`src/rtl/instr_fetch.sv`:
```
// Instruction fetch unit: owns the fetch PC, issues one read at a time to
// instruction memory, and buffers returned words toward decode.
module instr_fetch #(
  parameter logic [31:0] RESET_PC   = 32'h0000_0000,
  parameter int          FIFO_DEPTH = 2
) (
  input  logic        i_clk,
  input  logic        i_rst,
  output logic        o_mem_req,
  output logic [31:0] o_mem_adr,
  output logic        o_mem_load,
  output logic [31:0] o_mem_wdata,
  input  logic [31:0] i_mem_rdata,
  input  logic        i_mem_done,
  input  logic        i_redirect,
  input  logic [31:0] i_redirect_pc,
  output logic        o_if_valid,
  output logic [31:0] o_if_instr,
  output logic [31:0] o_if_pc,
  input  logic        i_if_ready
);

  localparam int PTR_W = $clog2(FIFO_DEPTH);
  localparam int CNT_W = PTR_W + 1;
  localparam logic [CNT_W-1:0] DEPTH_C = CNT_W'(FIFO_DEPTH);

  typedef enum logic {S_FETCH, S_DROP} state_t;

  state_t            r_state, w_next;
  logic [31:0]       r_fetch_pc, r_stale_pc;
  logic [31:0]       r_fifo_pc    [FIFO_DEPTH];
  logic [31:0]       r_fifo_instr [FIFO_DEPTH];
  logic [PTR_W-1:0]  r_wptr, r_rptr;
  logic [CNT_W-1:0]  r_count;

  logic              w_req, w_done, w_push, w_pop, w_abandon;
  logic [31:0]       w_adr;
  logic              w_unused;

  assign w_unused = ^i_redirect_pc[1:0];

  always_ff @(posedge i_clk or posedge i_rst) begin
    if (i_rst) r_state <= S_FETCH;
    else       r_state <= w_next;
  end

  always_comb begin
    w_next = r_state;
    case (r_state)
      S_FETCH: if (w_abandon)  w_next = S_DROP;
      S_DROP:  if (i_mem_done) w_next = S_FETCH;
      default: w_next = S_FETCH;
    endcase
  end

  always_comb begin
    w_req = 1'b0;
    w_adr = r_fetch_pc;
    case (r_state)
      S_FETCH: w_req = (r_count < DEPTH_C);
      S_DROP: begin
        w_req = 1'b1;
        w_adr = r_stale_pc;
      end
      default: w_req = 1'b0;
    endcase
  end

  // A redirect that lands mid-transaction must keep the old address on the bus
  // until memory completes it, so the abandoned request is tracked separately.
  assign w_abandon = (r_state == S_FETCH) && i_redirect && w_req && !i_mem_done;
  assign w_done    = w_req && i_mem_done;
  assign w_push    = (r_state == S_FETCH) && w_done && !i_redirect;
  assign w_pop     = o_if_valid && i_if_ready && !i_redirect;

  always_ff @(posedge i_clk or posedge i_rst) begin
    if (i_rst) begin
      r_fetch_pc <= {RESET_PC[31:2], 2'b00};
      r_stale_pc <= '0;
      r_wptr     <= '0;
      r_rptr     <= '0;
      r_count    <= '0;
      for (int i = 0; i < FIFO_DEPTH; i++) begin
        r_fifo_pc[i]    <= '0;
        r_fifo_instr[i] <= '0;
      end
    end else if (i_redirect) begin
      r_fetch_pc <= {i_redirect_pc[31:2], 2'b00};
      r_wptr     <= '0;
      r_rptr     <= '0;
      r_count    <= '0;
      if (w_abandon) r_stale_pc <= r_fetch_pc;
    end else begin
      if (w_push) begin
        r_fifo_pc[r_wptr]    <= r_fetch_pc;
        r_fifo_instr[r_wptr] <= i_mem_rdata;
        r_wptr               <= r_wptr + PTR_W'(1);
        r_fetch_pc           <= r_fetch_pc + 32'd4;
      end
      if (w_pop) r_rptr <= r_rptr + PTR_W'(1);
      case ({w_push, w_pop})
        2'b10:   r_count <= r_count + CNT_W'(1);
        2'b01:   r_count <= r_count - CNT_W'(1);
        default: r_count <= r_count;
      endcase
    end
  end

  assign o_mem_req   = w_req && !i_rst;
  assign o_mem_adr   = w_adr;
  assign o_mem_load  = 1'b0;
  assign o_mem_wdata = 32'h0;
  assign o_if_valid  = (r_count != '0);
  assign o_if_instr  = r_fifo_instr[r_rptr];
  assign o_if_pc     = r_fifo_pc[r_rptr];

endmodule

```
`config.mk`:
```
export PLATFORM = sky130hd
export DESIGN_NAME = instr_fetch
export DESIGN_NICKNAME = d
export VERILOG_FILES = /design/src/rtl/instr_fetch.sv
export SDC_FILE = /design/constraint.sdc
export NUM_CORES = 1
export LEC_CHECK = 0
export ABC_AREA = 1
export CAP_MARGIN = 10
export CORE_UTILIZATION = 40
export DETAILED_ROUTE_END_ITERATION = 6
export GPL_TIMING_DRIVEN = 1
export PLACE_DENSITY_LB_ADDON = 0.2
export SLEW_MARGIN = 20
export SYNTH_ARGS = -nofsm -noshare
export SYNTH_HDL_FRONTEND = slang
export SYNTH_SLANG_ARGS = --single-unit
```
`constraint.sdc`:
```
create_clock -name i_clk -period 7.1 [get_ports i_clk]
set_input_delay 0.71 -clock i_clk [delete_from_list [all_inputs] [get_ports i_clk]]
set_output_delay 0.71 -clock i_clk [all_outputs]
set_load 0.005 [all_outputs]
```
==> results of run 1 <==
-- final timing paths --
| kind | endpoint | slack (ns) |
|---|---|---|
| worst max-delay path | o_if_pc[31] | 2.94 |
| worst min-delay path | r_fifo_pc[55] | 0.49 |
| worst max register to register | r_fifo_pc[5] | 4.31 |
| worst min register to register | r_fifo_pc[55] | 0.49 |
| max in group asynchronous | r_fifo_instr[62] | 4.94 |
| min in group asynchronous | r_state | 0.82 |
-- metrics by stage --
step	std cells	instance area, µm²	hold WS [ns]	power, mW
CTS	1685	11600	0.491	4.50
global route	1685	11600	0.510	4.80
global placement	1653	11000	0.465	3.45
finish	1685	11600	0.486	4.45
detailed placement	1653	11000	0.473	3.50
floorplan	1270	9520	0.453	2.62
-- registers in the layout, summed over array words and instances, names as in the netlist --
name and cells:
r_stale_pc 30, r_fetch_pc 30, r_rptr 1, r_count 2, r_fifo_instr 64, r_wptr 1, r_fifo_pc 60, r_state 1
-- per-layer routing --
layer / global-route usage (%) / part of all wire, % / wire length [µm] / vias to the layer above
met4: 4.62 / 1.1 / 278 / 0
li1: - / - / - / 4072
met1: 30.1 / 48 / 11900 / 3768
met2: 34.5 / 46 / 11400 / 217
met3: 4.04 / 5.0 / 1230 / 23
met5: 0 / 0 / 0 / -
-- cells in the final DEF, fill, tap and decap left out, types with 2 or more instances in the layout --
cell             instances
clkbuf_16               17
clkbuf_8                 2
clkinv_4                 3
a21oi_1                 37
inv_6                    5
nand3_1                 40
bufinv_16                2
conb_1                  37
inv_2                    2
buf_4                   10
a31oi_1                  2
inv_1                   99
dfrtp_2                  2
o21a_1                  12
nand4_1                  3
dfrtp_1                187
nand2_1                420
xor2_1                   8
nor2_1                  98
o21ai_1                  9
clkdlybuf4s50_1        160
clkinvlp_4               2
nor2_4                   2
o211ai_1                 3
o21ai_0                196
nand2_4                  2
-- cell type report --
type | instances | area (µm²) | share of cell area [%]
Clock buffer | 19 | 453 | 3.89
Multi-Input combinational cell | 878 | 3840 | 33.0
Timing Repair Buffer | 170 | 1680 | 14.4
Inverter | 103 | 392 | 3.36
Sequential cell | 189 | 4730 | 40.6
Tap cell | 313 | 392 | 3.36
Clock inverter | 13 | 153 | 1.31
-- tightest hold or removal path: stages, from the launching register on --
cell and delay, ns:
dfrtp_1 0.35, nand2_1 0.05, o21ai_0 0.06
-- cell families after synthesis --
group / count (synthesis) / synth area share [%]
compound gates: 262 / 14.5
buf+inv: 203 / 10.2
simple gates: 569 / 23.9
flops: 189 / 50.4
other cells: 1 / 0.0400
fa+ha+maj: 1 / 0.133
xor+xnor: 8 / 0.747
mux: 1 / 0.120
-- power by group through the flow --
stage / Combinational (mW) / Clock (mW) / Sequential [mW]
finish: 1.70 / 0.986 / 1.77
CTS: 1.72 / 1.01 / 1.77
global placement: 1.68 / 0 / 1.77
floorplan: 0.897 / 0 / 1.72
global route: 1.92 / 1.05 / 1.83
detailed placement: 1.71 / 0 / 1.79
==> reports/results.ini, run 1 <==
[run_status]
status = finished, final reports clean

[worst_setup_path]
reg2reg_from = r_count[1]
cpMostUsedCell = buf_4
cp_num_buf_inv = 4
cp_data_arrival_time_ns = 3.45
cp_slowest_cell = clkinv_1
cp-end-kind = output pin
start_kind = flip-flop
crit_chain = buf_4 -> clkinv_1 -> buf_4 -> o21ai_0 -> clkdlybuf4s50_1
crit_path_start = r_rptr
worstRegToRegCells = 8
cp_slowest_stage_delay_ns = 0.68
cp.required_ns = 6.39
crit_fanout = 75
crit_type = reg2out
crit_family = buffers and inverters
cp.depth = 5

[layout]
antenna_cells = 0
drive_gt1_share_pct = 3.86
nFillCells = 2298
finalCoreUtilization_pct = 51.0
synthToLayoutAreaGrowth_pct = 24.1
final_nets = 1429

[pwr]
power.switching_mw = 1.53
pwr-share-seq_pct = 39.7
power_frac_clock_pct = 22.2
peakVddDrop_mv = 0.149
pwr-share-comb_pct = 38.1
p_per_area_nw_per_um2 = 382
p_int_mw = 2.92
total_leakage_power_nw = 5.39
sw_frac_of_total_pct = 34.3

[sta]
setup_slack_ns = 2.94
maxSlewHeadroom_pct = 36.2
hold_violations = 0
rsz0062_at_grt = false
min_period_over_period_pct = 58.6
drv_slew = 0
finalSetupViolations = 0
finClkSkew_ns = 0.0119
max_freq_mhz = 240
post-route-min-period_ns = 4.16
tightestPinTransition_ns = 0.957
finalSetupTns_ns = 0

[yosys]
synth_cell_types = 33
ys_warn_count = 0
synthArstFlopShare_pct = 100
synth_common_cells = nand2_1, o21ai_0, dfrtp_1
synthTopCellsByArea = dfrtp_1, nand2_1, o21ai_0, inv_1, nor2_1
synth_cells = 1234
synth_enable_flop_cells = 0
synth_area_um2 = 9380
synth_seq_cells = 189
syn_area_per_cell_um2 = 7.60
synth_ff_type = dfrtp_1
seq_area_frac_synth_pct = 50.4
yosysMostFrequentCell = nand2_1
yosysTopAreaCell = dfrtp_1
synth_top_area_share_pct = 50.4

[route]
viasPerCell = 4.80
drt_iter0_drc = 543
drc = 0
postRouteAntennaNets = 0
wirelength_mm = 24.7
num_vias = 8080
drt_first_pass_iters = 4
routedWlPerCell_um = 14.7

[placed_design]
numPortBuffers = 160
hpwl_mm = 16.3
gp_congestion = 0.895
pre_cts_ws_ns = 3.32

[cts]
h-tree-depth = 4
clkLatencyLatePin_ns = 0.43
cts-resized-gates = 0
post_cts_buffers = 0
cts_buffer_depth = 2
root_buffer = clkbuf_16
cts_sinks = 189
cts_made_buffers = 17
clkTransAtPathRegs_ns = 0.07
cts_hold_buf = 0
cts_tree = yes

[global_routing]
antenna_found_initial = 0
gr-total-overflow = 0
grt_pass1_wl_mm = 40.5
grt_max_degree = 93
first_global_vias = 7795
track_usage_pct = 21.5

[min_path]
hold_path_class = reg2reg
hp-start = r_fifo_pc[55]
min_path_cells = 2

[floorplan]
rows = 55
initial_core_util_pct = 41.1
die_w_um = 155
die-area_um2 = 24100
core_um2 = 22800
dieHeight_um = 155
io_pins = 200

[flow_run]
drv_cap = 0

(Power assumes the default switching activity.)
==> run 2, diff against run 1 <==
Clock period 7.1 ns to 4.3 ns, I/O delays scaled along.
==> run 2 against run 1 <==
Routed wire length decreased by 0.59%. Largest cell class unchanged. Die area unchanged. Highest routed layer unchanged. Critical path type is now reg2reg. Power increased by 63%.
==> reports/results.ini, run 2 (synthesis results as in run 1) <==
[floorplan]
die-area_um2 = 24100
dieHeight_um = 155
die_w_um = 155
core_um2 = 22800
rows = 55
io_pins = 200
initial_core_util_pct = 41.1

[worst_setup_path]
crit_path_start = r_state
reg2reg_slack_ns = 1.28
setup.worst_path.end = r_fifo_pc[10]
cp_data_arrival_time_ns = 3.35
r2r-end = r_fifo_pc[10]
cp.required_ns = 4.63
crit_type = reg2reg
crit_fanout = 62
worstRegToRegCells = 9
reg2reg_from = r_state
cp-end-kind = flip-flop
start_kind = flip-flop

[sta]
min_period_over_period_pct = 70.3
hold_violations = 0
maxSlewHeadroom_pct = 29.2
drv_slew = 0
tightestPinTransition_ns = 1.06
max_freq_mhz = 331
post-route-min-period_ns = 3.02
finalSetupTns_ns = 0
rsz0062_at_grt = false
finClkSkew_ns = 0.0129
finalSetupViolations = 0

[cts]
cts_made_buffers = 17
clkLatencyLatePin_ns = 0.44
cts_sinks = 189
cts_hold_buf = 0
post_cts_buffers = 0
cts_buffer_depth = 2
root_buffer = clkbuf_16
cts-resized-gates = 0
clkTransAtPathRegs_ns = 0.07
h-tree-depth = 4
cts_tree = yes

[pwr]
total_leakage_power_nw = 5.38
p_per_area_nw_per_um2 = 625
peakVddDrop_mv = 0.267

[layout]
antenna_cells = 0
layout_common_cells = nand2_1, o21ai_0, dfrtp_1, clkdlybuf4s50_1, inv_1
synthToLayoutAreaGrowth_pct = 23.9
reg.largest.list = r_fifo_instr: 64 flops, r_fifo_pc: 60 flops
postLayoutCellArea_um2 = 11600
layout_commonest_cell = nand2_1
final_nets = 1429
drive_gt1_share_pct = 3.86
largest_reg_flops = 64
regMostFlops = r_fifo_instr

[route]
viasPerCell = 4.84
drc = 0
drt_iter0_drc = 607
routedWlPerCell_um = 14.6
num_vias = 8157
wirelength_mm = 24.6
drt_first_pass_iters = 4
postRouteAntennaNets = 0

[min_path]
hold_path_class = reg2reg

[global_routing]
antenna_found_initial = 0
gr-total-overflow = 0
grt_pass1_wl_mm = 39.4
track_usage_pct = 20.9
grt_max_degree = 190
first_global_vias = 7484

[placed_design]
hpwl_mm = 16.2
numPortBuffers = 160
gp_congestion = 0.916
place_area_um2 = 11000

[run_status]
status = finished, final reports clean

[flow_run]
drv_cap = 0

run 2: changes by cell type in the layout (fill, tap and decap cells not counted):
cell       change
clkinv_2       +1
inv_8          +1
nand3_4        +1
clkbuf_8       +1
inv_6          -1
nand3_2        -1
buf_12         +1
buf_4          -1
bufinv_16      -2
run 2: layer usage:
metal	vias up	wire length (µm)	track usage, %
met5	-	0	0
li1	4079	-	-
met3	20	1250	3.40
met1	3834	12000	30.0
met4	0	357	6.22
met2	224	11000	32.4
run 2: final cells by class:
type,instances,area (µm²)
inverters,103,390
multi-input cells,878,3850
repair buffers,170,1690
well taps,313,392
clock inverters,12,101
flip-flops and latches,189,4730
clock buffers,20,467
fillers,2312,11200
run 2: where the power goes:
| group | internal [mW] | leakage, nW | switching (mW) | total, mW |
|---|---|---|---|---|
| combinational | 1.38 | 2.82 | 1.38 | 2.76 |
| sequential | 2.54 | 2.28 | 0.424 | 2.96 |
| clock | 0.804 | 0.282 | 0.746 | 1.55 |
| total | 4.72 | 5.38 | 2.55 | 7.27 |
run 2: worst min path at each step:
stage,startpoint,depth (start not counted),end
CTS,r_fifo_pc[46],2,r_fifo_pc[46]
finish,r_fifo_pc[54],2,r_fifo_pc[54]
global placement,r_fifo_pc[53],2,r_fifo_pc[53]
detailed placement,r_fifo_pc[56],2,r_fifo_pc[56]
global route,r_stale_pc[15],2,r_stale_pc[15]
floorplan,r_stale_pc[10],2,r_stale_pc[10]
run 2: per-stage QoR:
step | util [%] | hold slack (ns) | setup slack [ns] | cells | total power, mW
floorplan | - | 0.453 | 1.44 | 1270 | 4.33
global placement | 48.4 | 0.465 | 1.28 | 1653 | 5.70
detailed placement | 48.4 | 0.473 | 1.30 | 1653 | 5.77
CTS | 50.8 | 0.490 | 1.31 | 1685 | 7.34
global route | 50.9 | 0.502 | 1.03 | 1685 | 7.80
finish | 50.9 | 0.486 | 1.28 | 1685 | 7.27
run 2: worst max-delay path, cell delays in order, from the launching register on:
cell and delay (ns):
dfrtp_2 0.79, nor2_4 0.31, nand2_4 0.14, nor2_8 0.32, inv_2 0.17, buf_4 0.28, nor2_4 0.12, buf_4 0.47
nand2_1 0.13, o21a_1 0.13
==> run 3, diff against run 2 <==
Clock period 4.3 ns to 3.01 ns, I/O delays scaled along.
==> run 3 against run 2 <==
Critical path depth down 5. Power grew 42%. Global-route usage up 0.37 points. First-iteration DRC count down 2.6%. Non-clock buffer count up 13. Clock skew up 0.0095 ns. Combinational power is 46% higher. Largest power group unchanged. Via count increased by 0.26%. Critical path type is now reg2out. Die area stayed put. Sequential share of layout area decreased by 0.40 points. Utilization grew 0.50 points.
==> reports/results.ini, run 3 (synthesis results as in run 1) <==
[run_status]
status = finished, final reports clean

[route]
wirelength_mm = 24.7
drt_first_pass_iters = 5
drc = 0
routedWlPerCell_um = 14.5
drt_iter0_drc = 591
num_vias = 8178
viasPerCell = 4.82
postRouteAntennaNets = 0

[sta]
max_freq_mhz = 402
whs_ns = 0.321
finClkSkew_ns = 0.0224
tightestPinTransition_ns = 0.725
maxSlewHeadroom_pct = 51.7
post-route-min-period_ns = 2.49
rsz0062_at_grt = false
finalSetupViolations = 0
min_period_over_period_pct = 82.7
drv_slew = 0
hold_violations = 0
finalSetupTns_ns = 0

[layout]
ff_latch_area_um2 = 4730
largest_reg_flops = 64
layout_commonest_cell = nand2_1
final_nets = 1442
synthToLayoutAreaGrowth_pct = 25.1
drive_gt1_share_pct = 4.77
nFillCells = 2250
multi_input_area_um2 = 3840
postLayoutCellArea_um2 = 11700
regMostFlops = r_fifo_instr
reg.largest.list = r_fifo_instr: 64 flops, r_fifo_pc: 60 flops
layout_common_cells = nand2_1, o21ai_0, dfrtp_1, clkdlybuf4s50_1, inv_1
antenna_cells = 0

[cts]
clkTransAtPathRegs_ns = 0.08
cts-resized-gates = 0
clkLatencyLatePin_ns = 0.44
cts_tree = yes
cts_buffer_depth = 2
post_cts_buffers = 0
cts_hold_buf = 0
h-tree-depth = 4
cts_sinks = 189
root_buffer = clkbuf_16
cts_made_buffers = 17

[worst_setup_path]
cp_data_arrival_time_ns = 2.19
cp_slowest_stage_delay_ns = 0.55
reg2reg_slack_ns = 1.01
reg2reg_from = r_count[1]
crit_path_start = r_rptr
crit_type = reg2out
cp-end-kind = output pin
crit_fanout = 74
start_kind = flip-flop
cp.required_ns = 2.71
worstRegToRegCells = 8
r2r-end = r_fifo_instr[31]
crit_chain = buf_4 -> nand2_1 -> o21ai_0 -> clkdlybuf4s50_1
setup.worst_path.end = o_if_instr[29]
cp_slowest_cell = buf_4

[floorplan]
rows = 55
io_pins = 200
dieHeight_um = 155
die_w_um = 155
initial_core_util_pct = 41.1
core_um2 = 22800
die-area_um2 = 24100

[flow_run]
drv_cap = 0

[pwr]
peakVddDrop_mv = 0.384
total_leakage_power_nw = 5.45
p_per_area_nw_per_um2 = 883

[placed_design]
place_area_um2 = 11200
hpwl_mm = 16.9
numPortBuffers = 160
gp_congestion = 0.898

[min_path]
hold_path_class = in2async

[global_routing]
grt_max_degree = 75
first_global_vias = 7668
antenna_found_initial = 0
gr-total-overflow = 0
grt_pass1_wl_mm = 40.2
track_usage_pct = 21.3

## run 3: cell count changes in the layout (fill, tap and decap cells not counted), sizes merged
cell | before | now
inv | 107 | 108
buf | 10 | 23
clkbuf | 20 | 17
clkinv | 6 | 8
## run 3: metal layers
metal | vias to the layer above | share of wire [%] | GRT usage (%)
met4 | 0 | 1.2 | 5.52
met2 | 234 | 45 | 33.3
met1 | 3819 | 49 | 30.6
met3 | 22 | 5.0 | 3.48
met5 | - | 0 | 0
li1 | 4103 | - | -
## run 3: layout make-up
cell class	instances	share of cell area, %
clock buffers	17	3.62
clock inverters	15	1.10
well taps	313	3.34
repair buffers	183	15.5
inverters	103	3.33
multi-input cells	878	32.8
flip-flops and latches	189	40.3
## run 3: per-stage QoR
| step | utilization (%) | power (mW) | setup slack (ns) | std cells |
|---|---|---|---|---|
| 6_report | 51.4 | 10.4 | 0.521 | 1698 |
| 5_1_grt | 51.4 | 11.2 | 0.309 | 1698 |
| 4_1_cts | 51.4 | 10.5 | 0.507 | 1698 |
| 3_5_place_dp | 48.9 | 8.29 | 0.790 | 1666 |
| 3_3_place_gp | 48.9 | 8.19 | 0.800 | 1666 |
| 2_1_floorplan | - | 6.18 | 0.275 | 1270 |
## run 3: worst max-delay path: cells and delay by family, from the launching register on
family,cells,cell delay (ns)
flops,1,0.36
buf+inv,2,1.10
compound gates,1,0.14
simple gates,1,0.10
## run 3: worst min-delay path by stage
stage                        start             end  slack [ns]  cells after the start
CTS                          i_rst  r_fetch_pc[30]        0.33                      2
floorplan               i_mem_done         r_state        0.40                      1
global route                 i_rst  r_fetch_pc[30]        0.38                      2
finish                       i_rst  r_fetch_pc[30]        0.32                      2
global placement     r_fifo_pc[63]   r_fifo_pc[63]        0.47                      2
detailed placement  r_stale_pc[17]  r_stale_pc[17]        0.47                      2
## run 3: where the power goes
part,internal [mW],switching [mW]
sequential,3.62,0.543
clock,1.09,1.07
combinational,2.02,2.02
total,6.72,3.63
